--- src/rtl/uart_rx_oversample.sv ---
// ============================================================================
// uart_rx_oversample
//
// Oversampling UART receive framer that sits directly upstream of the Rx FIFO.
// It recovers 8N1 frames from the asynchronous serial pin. The front end is a
// two-flop synchroniser followed by an edge-detect register. Bit timing runs
// from a programmable 16x tick. Each bit is decided by a mid-bit majority vote
// of the samples taken at ticks 7, 8 and 9. A start bit that does not hold low
// at mid-bit is rejected as a glitch.
//
// Optional feature: define UART_RX_PARITY_EN to add a parity bit between the
// data and stop bits (8E1 / 8O1, sense selected by PARITY_ODD). Without the
// macro the frame is 8N1 and perr_o is tied low.
//
// Parameters:
//   OVERSAMPLE  ticks per bit; fixed at 16
//   PARITY_ODD  parity sense with UART_RX_PARITY_EN (0 = even, 1 = odd)
//
// Ports:
//   clk_i        system clock
//   syncReset_i  synchronous reset, active-high
//   rate_i       clk cycles per oversample tick, minus 1 (0 = tick every cycle)
//   in_i         asynchronous serial line, idles high
//   data_o       last received byte (LSB first on the wire)
//   done_o       one-cycle strobe: byte complete
//   err_o        framing error qualifier, valid with done_o
//   perr_o       parity error qualifier, valid with done_o
//   busy_o       high whenever the receiver is not idle
// ============================================================================
module uart_rx_oversample #(
    parameter int unsigned OVERSAMPLE = 16,
    parameter int unsigned PARITY_ODD = 0
) (
    input  logic        clk_i,
    input  logic        syncReset_i,
    input  logic [15:0] rate_i,
    input  logic        in_i,
    output logic [7:0]  data_o,
    output logic        done_o,
    output logic        err_o,
    output logic        perr_o,
    output logic        busy_o
);

    typedef enum logic [2:0] {
        IDLE,
        START,
        DATA,
        PARITY,
        STOP,
        WAIT_IDLE
    } state_e;

    localparam logic [3:0] LastTick = 4'(OVERSAMPLE - 1);
    localparam logic [3:0] Vote0Tick = 4'd7;
    localparam logic [3:0] Vote1Tick = 4'd8;
    localparam logic [3:0] MidTick = 4'd9;

    // Synchroniser and edge-detect registers
    logic        sync1_q, sync2_q, prev_q;

    // Frame state and bit timing
    state_e      state_q, state_d;
    logic [15:0] tickCnt_q, tickCnt_d;
    logic [3:0]  sampleCnt_q, sampleCnt_d;
    logic [2:0]  bitIdx_q, bitIdx_d;
    logic [1:0]  votes_q, votes_d;
    logic [7:0]  shift_q, shift_d;

    // Registered outputs
    logic [7:0]  data_q, data_d;
    logic        done_q, done_d;
    logic        err_q, err_d;
    logic        perr_q, perr_d;
    logic        busy_q, busy_d;

`ifdef UART_RX_PARITY_EN
    logic        parBit_q, parBit_d;
`else
    // Parity sense only matters when the parity stage is built.
    logic        unusedParity;
    assign unusedParity = ^PARITY_ODD;
`endif

    logic fallEdge;
    logic tick;
    logic bitMid;
    logic bitEnd;
    logic majority;

    assign fallEdge = prev_q & ~sync2_q;

    // Using >= rather than == means a rate decrease below the running count
    // takes effect at once instead of waiting for a 16-bit wrap.
    assign tick = (tickCnt_q >= rate_i);
    assign bitMid = tick && (sampleCnt_q == MidTick);
    assign bitEnd = tick && (sampleCnt_q == LastTick);

    // Two stored samples (ticks 7, 8) vote with the live tick-9 sample.
    assign majority = (votes_q[0] & votes_q[1]) |
                      (votes_q[0] & sync2_q) |
                      (votes_q[1] & sync2_q);

    // Next-state logic. The tick counter and sample count are held at zero
    // while idle, so bit timing starts fresh from the detected falling edge.
    always_comb begin
        state_d = state_q;
        tickCnt_d = tickCnt_q;
        sampleCnt_d = sampleCnt_q;
        bitIdx_d = bitIdx_q;
        votes_d = votes_q;
        shift_d = shift_q;
        data_d = data_q;
        done_d = 1'b0;
        err_d = 1'b0;
        perr_d = 1'b0;
`ifdef UART_RX_PARITY_EN
        parBit_d = parBit_q;
`endif

        if (state_q == IDLE || state_q == WAIT_IDLE) begin
            tickCnt_d = 16'd0;
            sampleCnt_d = 4'd0;
        end else if (tick) begin
            tickCnt_d = 16'd0;
            sampleCnt_d = sampleCnt_q + 4'd1;
        end else begin
            tickCnt_d = tickCnt_q + 16'd1;
        end

        if (tick && sampleCnt_q == Vote0Tick) begin
            votes_d[0] = sync2_q;
        end
        if (tick && sampleCnt_q == Vote1Tick) begin
            votes_d[1] = sync2_q;
        end

        case (state_q)
            IDLE: begin
                if (fallEdge) begin
                    state_d = START;
                end
            end

            START: begin
                if (bitMid && majority) begin
                    state_d = IDLE;
                end else if (bitEnd) begin
                    state_d = DATA;
                    bitIdx_d = 3'd0;
                end
            end

            DATA: begin
                if (bitMid) begin
                    shift_d[bitIdx_q] = majority;
                end
                if (bitEnd) begin
                    if (bitIdx_q == 3'd7) begin
`ifdef UART_RX_PARITY_EN
                        state_d = PARITY;
`else
                        state_d = STOP;
`endif
                    end else begin
                        bitIdx_d = bitIdx_q + 3'd1;
                    end
                end
            end

`ifdef UART_RX_PARITY_EN
            PARITY: begin
                if (bitMid) begin
                    parBit_d = majority;
                end
                if (bitEnd) begin
                    state_d = STOP;
                end
            end
`endif

            // The byte is presented at mid stop bit and the receiver returns
            // to IDLE early, so a start bit immediately following the stop
            // bit is still seen as a falling edge.
            STOP: begin
                if (bitMid) begin
                    data_d = shift_q;
                    done_d = 1'b1;
                    err_d = ~majority;
`ifdef UART_RX_PARITY_EN
                    perr_d = (((^shift_q) ^ parBit_q) != PARITY_ODD[0]);
`endif
                    state_d = majority ? IDLE : WAIT_IDLE;
                end
            end

            // A held-low line (break) reports one framing error, then waits
            // here so it cannot be mistaken for a stream of start bits.
            WAIT_IDLE: begin
                if (sync2_q) begin
                    state_d = IDLE;
                end
            end

            default: begin
                state_d = IDLE;
            end
        endcase

        busy_d = (state_d != IDLE);
    end

    // All state, including the synchroniser, updates in one clocked block.
    // Synchroniser flops reset high so the idle line never looks like an edge.
    always_ff @(posedge clk_i) begin
        if (syncReset_i) begin
            sync1_q <= 1'b1;
            sync2_q <= 1'b1;
            prev_q <= 1'b1;
            state_q <= IDLE;
            tickCnt_q <= 16'd0;
            sampleCnt_q <= 4'd0;
            bitIdx_q <= 3'd0;
            votes_q <= 2'b00;
            shift_q <= 8'd0;
            data_q <= 8'd0;
            done_q <= 1'b0;
            err_q <= 1'b0;
            perr_q <= 1'b0;
            busy_q <= 1'b0;
`ifdef UART_RX_PARITY_EN
            parBit_q <= 1'b0;
`endif
        end else begin
            sync1_q <= in_i;
            sync2_q <= sync1_q;
            prev_q <= sync2_q;
            state_q <= state_d;
            tickCnt_q <= tickCnt_d;
            sampleCnt_q <= sampleCnt_d;
            bitIdx_q <= bitIdx_d;
            votes_q <= votes_d;
            shift_q <= shift_d;
            data_q <= data_d;
            done_q <= done_d;
            err_q <= err_d;
            perr_q <= perr_d;
            busy_q <= busy_d;
`ifdef UART_RX_PARITY_EN
            parBit_q <= parBit_d;
`endif
        end
    end

    assign data_o = data_q;
    assign done_o = done_q;
    assign err_o = err_q;
    assign perr_o = perr_q;
    assign busy_o = busy_q;

endmodule

--- config.mk ---
export PLATFORM = sky130hd
export DESIGN_NAME = uart_rx_oversample
export DESIGN_NICKNAME = d
export VERILOG_FILES = /design/src/rtl/uart_rx_oversample.sv
export SDC_FILE = /design/constraint.sdc
export NUM_CORES = 1
export LEC_CHECK = 0
export BUFFER_PORTS_ARGS = -buffer_cell sky130_fd_sc_hd__buf_2
export CAP_MARGIN = 20
export CORE_AREA = 10 10 80 82
export DETAILED_ROUTE_END_ITERATION = 10
export DIE_AREA = 0 0 90 92
export GPL_TIMING_DRIVEN = 0
export HOLD_SLACK_MARGIN = 0.15
export PLACE_DENSITY_LB_ADDON = 0.1
export SYNTH_ARGS = -nofsm -noshare
export SYNTH_HDL_FRONTEND = slang
export SYNTH_SLANG_ARGS = --single-unit
export TNS_END_PERCENT = 30
--- constraint.sdc ---
create_clock -name clk_i -period 3.3 [get_ports clk_i]
set_clock_uncertainty 0.1 [all_clocks]
set_input_delay 0 -clock clk_i [delete_from_list [all_inputs] [get_ports clk_i]]
set_output_delay 0 -clock clk_i [all_outputs]
set_load 0.05 [all_outputs]
# Word level (Yosys, flattened, before mapping)
# Cells that the tools add are included.
# totals
ff_bits	50
input_bits	19
out_inout_bits	12
wordCells	78
# classes
add_sub_neg	3
magnitude_cmp	3
n_eq_ne	13
mux	18
bitwise_logic	10
n_reduce_logical	17
# ops
op	count
$mux 3	12
$add 16x1->16 const B	1
$ge 16x16->1	1
$pmux 3 s5	1
$eq 4x4->1 const B	3
$eq 3x3->1 const B	3
$bwmux 8	1
$ne 2x2->1 const B	4
$logic_and 1x1->1	6
$pmux 3 s2	1
$reduce_or 3->1	2
$reduce_and 5->1	1
$add 4x1->4 const B	1
$and 1x1->1	4
$eq 4x3->1 const B	1
$lt 3x4->1 const B	1
$not 1->1	4
$reduce_and 2->1	2
$reduce_or 2->1	2
$add 3x1->3 const B	1
$demux 1 s3	1
$eq 3x1->1 const B	1
$eq 3x2->1 const B	1
$ge 3x1->1 const B	1
6 further kinds	8

# Logic depth before layout (Yosys ltp)
# Gate-level depths: netlist (run 1).
# logic_depth
word_depth	7
ltp_mapped	11
depth_no_buf	8

# Least setup slack after synthesis (run 1)
# OpenSTA, ideal clock, no wires.
# synth_timing
path_kind	flip-flop to flip-flop
start	register tickCnt_q[14]
end	register data_q[0] (netlist: data_o[0])
setup_ns	0.128
t_arrival_ns	2.653
required_ns	3.072
slack_ns	0.419
path_stages_with_launch	9
path_buffers	1
period_less_slack_ns	2.881
path_cell_list	dfxtp_1 > ha_1 > nand4_2 > or4_1 > or4_1 > buf_4 > a311oi_4 > mux2i_1 > nor2_1
# synth_between
elab_chain_cells	3
# synth_rtl
element	line	text
from (decl)	64	logic [15:0] tickCnt_q, tickCnt_d;
from (signal assigned)	239	tickCnt_q <= tickCnt_d;
$ge 16x16->1	95	assign tick = (tickCnt_q >= rate_i);
$logic_and 1x1->1	96	assign bitMid = tick && (sampleCnt_q == MidTick);
$reduce_and 2->1 (no line)	-	
to (signal assigned)	244	data_q <= data_d;
to (decl)	71	logic [7:0] data_q, data_d;
# No other way between the ends.
# A chain may end at the register's enable or synchronous reset.

# Final worst setup path (run 1)
# layout_timing
start	register tickCnt_q[14]
end	register data_q[3] (netlist: data_o[3])
# Same word-level chain as after synthesis.

==> flow_summary.json, run 1 <==
{
  "cts_sinks": 50,
  "power_density_nw_per_um2": 391,
  "drc": 0,
  "die_area_sq_um": 8280,
  "hp-start": "sync1_q",
  "row_count": 26,
  "fp.dieW_microns": 90,
  "drt.antenna.violating_nets": 0,
  "final_cell_mix": "50 x dfxtp_1, 46 x nor2_1, 30 x buf_2",
  "rr_startpoint": "tickCnt_q[14]",
  "hold_viol_final": 0,
  "crit_buf_inv": 1,
  "setup_tns_ns": 0,
  "cellLeakagePower_nw": 1.23,
  "hold_class": "reg -> reg",
  "area_growth_pct": 15.6,
  "cp_slowest_cell": "a311oi_4",
  "synth_seq_cells": 50,
  "clock_power_share_pct": 44.1,
  "met3_usage_pct": 3.67,
  "ir_worst_vdd_mv": 0.171,
  "worst_r2r_path_depth": 8,
  "start_kind": "register",
  "p_switching_mw": 0.237,
  "final-setup-viol-count": 0,
  "syn_area_sq_um": 2630,
  "p_int_mw": 0.953,
  "regToRegEndpoint": "data_o[3]",
  "period_share_pct": 94.0,
  "io_buffers": 29,
  "swShare_pct": 19.9,
  "grt.met2_usage_pct": 22.2,
  "clk_latency_ns": 0.30,
  "max_cap_viol_count": 0,
  "wl_microns": 5230,
  "yosys_warnings": 0,
  "ys_seq_area_share_pct": 38.1,
  "grt_max_degree": 16,
  "synth_edf_count": 0,
  "sequentialPowerShare_pct": 51.2,
  "syn_inst": 306,
  "synth_largest_area_cell": "dfxtp_1",
  "final_common_cell": "dfxtp_1",
  "start_util_pct": 53.5,
  "antenna_found_initial": 0,
  "fillers": 452,
  "multi_input_area_sq_um": 1510,
  "grt_pass1_wl_microns": 9050,
  "holdPathStages": 1,
  "synth.distinct_cells": 51,
  "relSlewSlack_pct": 55.7,
  "coreArea_sq_um": 4910,
  "crit_chain": "ha_1 -> nand4_4 -> or4_4 -> or4_1 -> buf_4 -> a311oi_4 -> mux2i_1 -> nor2_1",
  "drive_above_1_share_pct": 15.4,
  "period_minus_slack_ns": 3.10,
  "seq_area_sq_um": 1000,
  "wire_per_inst_microns": 12.6,
  "die_h_microns": 92,
  "antenna_cells": 0,
  "synth_ff_type": "dfxtp_1",
  "max_stage_delay_ns": 0.61,
  "first_pass_iters": 4,
  "nets": 384,
  "clk_pin_slew_ns": 0.09,
  "numCtsBuffers": 5,
  "grt_pass1_vias": 2068,
  "ys_top_cells_by_area": "dfxtp_1 38%, ha_1 10%, nor2_1 6.6%",
  "hpwl_microns": 4000,
  "synth_async_sr_flop_share_pct": 0,
  "hold_slack_ns": 0.324,
  "syn-num-nets": 347,
  "htree_num_levels": 2,
  "rsz0062_at_grt": "no",
  "globalRouteTotalUtil_pct": 12.8,
  "grt-busiest-layer": "met2",
  "gr-usage-met1_pct": 14.7,
  "r2r_slack_ns": 0.20,
  "hold_path_end": "sync2_q",
  "cp-end-kind": "register",
  "syn_avg_cell_area_sq_um": 8.59,
  "path_class": "reg -> reg",
  "cts-root-buf": "clkbuf_8",
  "arrival_ns": 3.18,
  "critical_path_required_ns": 3.38,
  "clockBufferDepth": 2,
  "vias": 2134,
  "worstMarginPinSlew_ns": 0.664,
  "crit_fanout": 8,
  "io_pins": 31,
  "grt_overflow": 0,
  "outcome": "finished clean",
  "place.gp.congestion": 0.821,
  "cts_tree": "done",
  "synth_top_area_share_pct": 38.1,
  "first_iter_violations": 104,
  "power_frac_comb_pct": 4.7,
  "crit_family": "simple AND/OR/NAND/NOR gates",
  "fmax_mhz": 322,
  "slew_violations": 0,
  "vias_per_cell": 5.15
}
## per-layer routing
metal  part of all wire (%)  wire length, microns  up-vias
met3                    3.5                   183        8
met4                    1.3                    66        0
met2                     49                  2560       33
li1                       -                     -     1132
met1                     46                  2420      961
met5                      0                     0        -
## state kept, by name (all words and copies together) (netlist names)
register,cells
data_o,8
sync2_q,1
tickCnt_q,16
prev_q,1
err_o,1
busy_o,1
shift_q,8
votes_q,2
bitIdx_q,3
done_o,1
sync1_q,1
sampleCnt_q,4
state_q,3
## worst register-to-register path: cells and delay by family, from the launching register on
kind | cells | cell delay, ns
buf+inv | 1 | 0.18
flops | 1 | 0.34
fa+ha+maj | 1 | 0.34
mux | 1 | 0.26
compound gates | 1 | 0.61
simple gates | 4 | 1.14
## power groups by stage
stage,logic [mW],clock network (mW),registers (mW)
final,0.0564,0.525,0.609
after floorplan,0.0321,0,0.625
after detailed placement,0.0533,0,0.623
after global routing,0.0640,0.565,0.610
after CTS,0.0557,0.543,0.609
after global placement,0.0529,0,0.623
## what timing repair did
action                                  CTS  global route
hold buffers                              2             0
gates resized for setup                   0             3
endpoints found under the setup margin    0            15
endpoints found under the hold margin     5             0
buffers inserted                          0             0
## cells by family after synthesis
| group | count (synthesis) | synth area share, % |
|---|---|---|
| XOR/XNOR | 18 | 5.99 |
| multiplexers | 12 | 4.61 |
| adder cells (fa/ha/maj) | 23 | 10.8 |
| AND/OR/NAND/NOR | 118 | 22.3 |
| AO/OA/AOI/OAI | 50 | 12.8 |
| flip-flops | 50 | 38.1 |
| other | 1 | 0.143 |
| buffers and inverters | 34 | 5.19 |
## worst max-delay path by stage
stage / from / endpoint / cells past startpoint
3_3_place_gp: tickCnt_q[14] / data_o[2] / 8
6_report: tickCnt_q[14] / data_o[3] / 8
4_1_cts: tickCnt_q[14] / data_o[3] / 8
3_5_place_dp: tickCnt_q[14] / data_o[1] / 8
5_1_grt: tickCnt_q[14] / data_o[1] / 8
2_1_floorplan: tickCnt_q[14] / data_o[0] / 8
## synthesized netlist by cell type, types with 3 or more instances
| master | n |
|---|---|
| dfxtp_1 | 50 |
| nor2_1 | 46 |
| ha_1 | 22 |
| inv_1 | 21 |
| nand2_1 | 19 |
| a21oi_1 | 18 |
| mux2i_1 | 11 |
| nand4_1 | 10 |
| o21ai_0 | 10 |
| xnor2_1 | 9 |
| xor2_1 | 9 |
| nand3_1 | 8 |
| clkbuf_1 | 7 |
| nand2b_1 | 6 |
| nor3_1 | 5 |
| a31oi_1 | 4 |
| and3_1 | 4 |
| or2_2 | 4 |
| buf_1 | 3 |
## per-stage QoR
| step | utilization [%] | total power, mW | worst slack (ns) | instances | instance area, sq um |
|---|---|---|---|---|---|
| 2_1_floorplan | - | 0.657 | 0.419 | 306 | 2630 |
| 3_3_place_gp | 58.3 | 0.676 | 0.133 | 405 | 2860 |
| 3_5_place_dp | 58.3 | 0.676 | 0.139 | 405 | 2860 |
| 4_1_cts | 61.6 | 1.21 | 0.127 | 415 | 3030 |
| 5_1_grt | 61.9 | 1.24 | 0.00132 | 414 | 3040 |
| 6_report | 61.9 | 1.19 | 0.198 | 414 | 3040 |
## cell type report
class	count	area share (%)
Multi-Input combinational cell	222	49.7
Sequential cell	50	32.9
Timing Repair Buffer	31	5.43
Tap cell	70	2.88
Clock buffer	6	2.72
Inverter	21	2.59
Clock inverter	2	1.98
Buffer	12	1.77
(Power assumes the default switching activity.)
==> inputs of run 2 (changes only) <==
- CORE_AREA: 10 10 80 82 -> 10 10 93 95
- DIE_AREA: 0 0 90 92 -> 0 0 103 105
==> flow_summary.json, run 2 (synthesized netlist as in run 1, its figures left out) <==
{
  "outcome": "finished clean",
  "antenna_cells": 0,
  "largest_reg_flops": 16,
  "wire_per_inst_microns": 13.1,
  "hold_class": "reg -> reg",
  "hp-start": "sync1_q",
  "grt_overflow": 0,
  "clockBufferDepth": 2,
  "antenna_found_initial": 0,
  "max_stage_delay_ns": 0.56,
  "dp_cells": 415,
  "area_growth_pct": 14.7,
  "final_cell_count_no_fill": 427,
  "worstMarginPinSlew_ns": 0.569,
  "vias_per_cell": 4.96,
  "critical_path_required_ns": 3.40,
  "fp.dieW_microns": 103,
  "setup_tns_ns": 0,
  "path_class": "reg -> reg",
  "ir_worst_vdd_mv": 0.181,
  "globalRouteTotalUtil_pct": 11.0,
  "drc": 0,
  "row_count": 30,
  "grt_pass1_vias": 2067,
  "crit_buf_inv": 1,
  "drive_above_1_share_pct": 15.9,
  "htree_num_levels": 2,
  "io_pins": 31,
  "cellLeakagePower_nw": 1.23,
  "cts-root-buf": "clkbuf_8",
  "clk_latency_ns": 0.31,
  "cts_tree": "done",
  "crit_top_cell": "or4_1",
  "hold_path_end": "sync2_q",
  "r2r_slack_ns": 0.27,
  "final_cell_mix": "50 x dfxtp_1, 46 x nor2_1, 30 x buf_2",
  "arrival_ns": 3.14,
  "slew_violations": 0,
  "final_common_cell": "dfxtp_1",
  "numCtsBuffers": 5,
  "place.gp.congestion": 0.750,
  "regToRegEndpoint": "state_q[2]",
  "clk_pin_slew_ns": 0.09,
  "die_h_microns": 105,
  "holdPathStages": 1,
  "final-setup-viol-count": 0,
  "cp-end-kind": "register",
  "worst_r2r_path_depth": 8,
  "grt_max_degree": 15,
  "nets": 387,
  "io_buffers": 29,
  "rr_startpoint": "tickCnt_q[14]",
  "coreArea_sq_um": 6760,
  "first_iter_violations": 29,
  "first_pass_iters": 4,
  "cts_sinks": 50,
  "power_density_nw_per_um2": 344,
  "regMostFlops": "tickCnt_q",
  "start_kind": "register",
  "cp_slowest_cell": "or4_1",
  "crit_family": "simple AND/OR/NAND/NOR gates",
  "crit_fanout": 9,
  "grt_pass1_wl_microns": 9740,
  "crit_chain": "ha_1 -> nand4_2 -> or4_1 -> or4_1 -> buf_4 -> a31oi_2 -> a21oi_1 -> a31o_2",
  "die_area_sq_um": 10800,
  "vias": 2117,
  "max_cap_viol_count": 0,
  "hold_viol_final": 0,
  "drt.antenna.violating_nets": 0,
  "relSlewSlack_pct": 61.1,
  "period_minus_slack_ns": 3.03,
  "start_util_pct": 38.9,
  "hpwl_microns": 4230,
  "wl_microns": 5580,
  "period_share_pct": 91.9,
  "fmax_mhz": 330,
  "rsz0062_at_grt": "no"
}
==> run 2: worst max path at each step <==
stage | startpoint | to | slack [ns] | cells past startpoint
global placement | tickCnt_q[14] | data_o[2] | 0.12 | 8
finish | tickCnt_q[14] | state_q[2] | 0.27 | 8
CTS | tickCnt_q[11] | tickCnt_q[3] | 0.1 | 9
detailed placement | tickCnt_q[14] | data_o[3] | 0.12 | 8
global route | tickCnt_q[14] | state_q[2] | 0.03 | 8
floorplan | tickCnt_q[14] | data_o[0] | 0.42 | 8
==> run 2: metal layers <==
| metal | share of wire [%] | routed length [microns] | track usage (%) | up-vias |
|---|---|---|---|---|
| met5 | 0 | 0 | 0 | - |
| met4 | 1.6 | 91 | 4.17 | 0 |
| met3 | 3.7 | 205 | 2.77 | 10 |
| met2 | 46 | 2590 | 17.7 | 27 |
| met1 | 48 | 2690 | 13.5 | 943 |
| li1 | - | - | - | 1137 |
==> run 2: final cells by class <==
type,count,area (sq um)
timing repair buffer,34,188
sequential,50,1000
buffer,12,53.8
tap,80,100
clock inverter,1,5.00
inverter,21,78.8
clock buffer,7,86.3
multi-input combinational,222,1510
fill,689,3740
==> run 2: repair_timing <==
action	in CTS	in global routing
gates resized for setup	0	2
setup buffers	0	3
endpoints found under the hold margin	5	0
setup endpoints to repair	0	21
hold buffers	2	0
==> run 2: power by group <==
group	total, mW	switching [mW]	internal [mW]	leakage [nW]
Combinational	0.0546	0.0308	0.0238	0.777
Clock	0.376	0.206	0.170	0.0482
Sequential	0.609	0.00289	0.606	0.403
==> run 2: through the flow <==
stage | utilization [%] | total power [mW] | cell area [sq um] | worst slack (ns) | hold WS, ns
after global placement | 42.6 | 0.677 | 2880 | 0.122 | 0.107
after global routing | 44.7 | 1.09 | 3020 | 0.0341 | 0.333
after detailed placement | 42.6 | 0.677 | 2880 | 0.119 | 0.105
final | 44.7 | 1.04 | 3020 | 0.269 | 0.316
after floorplan | - | 0.657 | 2630 | 0.419 | 0.00381
after CTS | 44.2 | 1.06 | 2990 | 0.0965 | 0.315
==> run 2: worst reg2reg max path: stages (launching register included) <==
cell and delay [ns]:
dfxtp_1 0.34, ha_1 0.31, nand4_2 0.16, or4_1 0.56, or4_1 0.41, buf_4 0.19
a31oi_2 0.43, a21oi_1 0.18, a31o_2 0.25
==> inputs of run 3 (changes only) <==
- RECOVER_POWER: default -> 25
==> flow_summary.json, run 3 (synthesized netlist as in run 1, its figures left out) <==
{
  "outcome": "finished clean",
  "cp-end-kind": "register",
  "coreArea_sq_um": 6760,
  "max_stage_delay_ns": 0.56,
  "setup_ws_ns": 0.268,
  "crit_start": "tickCnt_q[14]",
  "die_h_microns": 105,
  "holdPathStages": 1,
  "antenna_cells": 0,
  "largest_reg_flops": 16,
  "final_cell_mix": "50 x dfxtp_1, 46 x nor2_1, 22 x ha_1",
  "place.gp.congestion": 0.750,
  "area_growth_pct": 14.2,
  "slew_violations": 0,
  "worstMarginPinSlew_ns": 0.614,
  "cellLeakagePower_nw": 1.18,
  "wire_per_inst_microns": 13.1,
  "drt.antenna.violating_nets": 0,
  "hp-start": "sync1_q",
  "period_share_pct": 91.9,
  "cp_slowest_cell": "or4_1",
  "place_ws_ns": 0.119,
  "critical_path_required_ns": 3.40,
  "drc": 0,
  "first_pass_iters": 4,
  "clk_latency_ns": 0.31,
  "grt_pass1_wl_microns": 9740,
  "final_common_cell": "dfxtp_1",
  "htree_num_levels": 2,
  "crit_chain": "ha_1 -> nand4_2 -> or4_1 -> or4_1 -> buf_4 -> a31oi_2 -> a21oi_1 -> a31o_2",
  "max_cap_viol_count": 0,
  "wl_microns": 5590,
  "power_density_nw_per_um2": 346,
  "path_class": "reg -> reg",
  "period_minus_slack_ns": 3.03,
  "cts_tree": "done",
  "regToRegEndpoint": "state_q[2]",
  "nets": 387,
  "vias_per_cell": 4.96,
  "first_iter_violations": 31,
  "ir_worst_vdd_mv": 0.182,
  "fillers": 697,
  "clk_pin_slew_ns": 0.09,
  "power_mw": 1.04,
  "rsz0062_at_grt": "no",
  "hold_path_end": "sync2_q",
  "grt_pass1_vias": 2067,
  "r2r_slack_ns": 0.27,
  "arrival_ns": 3.14,
  "clockBufferDepth": 2,
  "start_kind": "register",
  "drive_above_1_share_pct": 12.4,
  "regMostFlops": "tickCnt_q",
  "relSlewSlack_pct": 59.2,
  "crit_fanout": 9,
  "vias": 2117,
  "hold_viol_final": 0,
  "row_count": 30,
  "numCtsBuffers": 5,
  "io_buffers": 29,
  "cts-root-buf": "clkbuf_8",
  "setup_tns_ns": 0,
  "grt_max_degree": 15,
  "crit_top_cell": "or4_1",
  "globalRouteTotalUtil_pct": 11.0,
  "worst_r2r_path_depth": 8,
  "fmax_mhz": 330,
  "antenna_found_initial": 0,
  "fp.dieW_microns": 103,
  "start_util_pct": 38.9,
  "grt_overflow": 0,
  "postPlaceCellArea_sq_um": 2880,
  "cts_sinks": 50,
  "die_area_sq_um": 10800,
  "rr_startpoint": "tickCnt_q[14]",
  "hpwl_microns": 4230,
  "hold_class": "reg -> reg",
  "design_area_sq_um": 3000,
  "final-setup-viol-count": 0,
  "io_pins": 31
}
## run 3: how the worst max path moves through the flow
stage,endpoint,cells after the start
floorplan,data_o[0],8
global placement,data_o[2],8
detailed placement,data_o[3],8
CTS,tickCnt_q[3],9
global route,state_q[2],8
finish,state_q[2],8
## run 3: worst max-delay path: cells and delay by family, from the launching register on
kind | cells | cell delay [ns]
adder cells (fa/ha/maj) | 1 | 0.31
AO/OA/AOI/OAI | 3 | 0.86
flip-flops | 1 | 0.34
buffers and inverters | 1 | 0.19
AND/OR/NAND/NOR | 3 | 1.13
## run 3: cell type report
cell class                      instances  area (sq um)  share of cell area [%]
Clock buffer                            7          86.3                    2.88
Buffer                                 12          53.8                    1.79
Sequential cell                        50          1000                    33.3
Timing Repair Buffer                   34           173                    5.75
Clock inverter                          1          5.00                   0.167
Multi-Input combinational cell        222          1510                    50.1
Tap cell                               80           100                    3.33
Inverter                               21          78.8                    2.62
## run 3: through the flow
| stage | util [%] | hold slack (ns) | cells |
|---|---|---|---|
| after floorplan | - | 0.00381 | 306 |
| after global placement | 42.6 | 0.107 | 415 |
| after detailed placement | 42.6 | 0.105 | 415 |
| after CTS | 44.2 | 0.315 | 425 |
| after global routing | 44.4 | 0.333 | 427 |
| final | 44.4 | 0.316 | 427 |
## run 3: what timing repair did
item / 4_1_cts / 5_1_grt
endpoints found under the hold margin: 5 / 0
buffers inserted: 0 / 3
resized for setup: 0 / 2
setup endpoints to repair: 0 / 21
hold buffers: 2 / 0
## run 3: per-layer routing
layer	up-vias	GRT usage, %	share of wire, %
met5	-	0	0
li1	1139	-	-
met3	10	2.77	4.0
met4	0	4.17	1.6
met2	29	17.7	46
met1	939	13.5	48
## run 3: power by group
| part | switching (mW) | internal [mW] | total (mW) |
|---|---|---|---|
| Clock | 0.207 | 0.170 | 0.377 |
| Combinational | 0.0308 | 0.0234 | 0.0543 |
| Sequential | 0.00294 | 0.606 | 0.609 |
| Total | 0.241 | 0.799 | 1.04 |
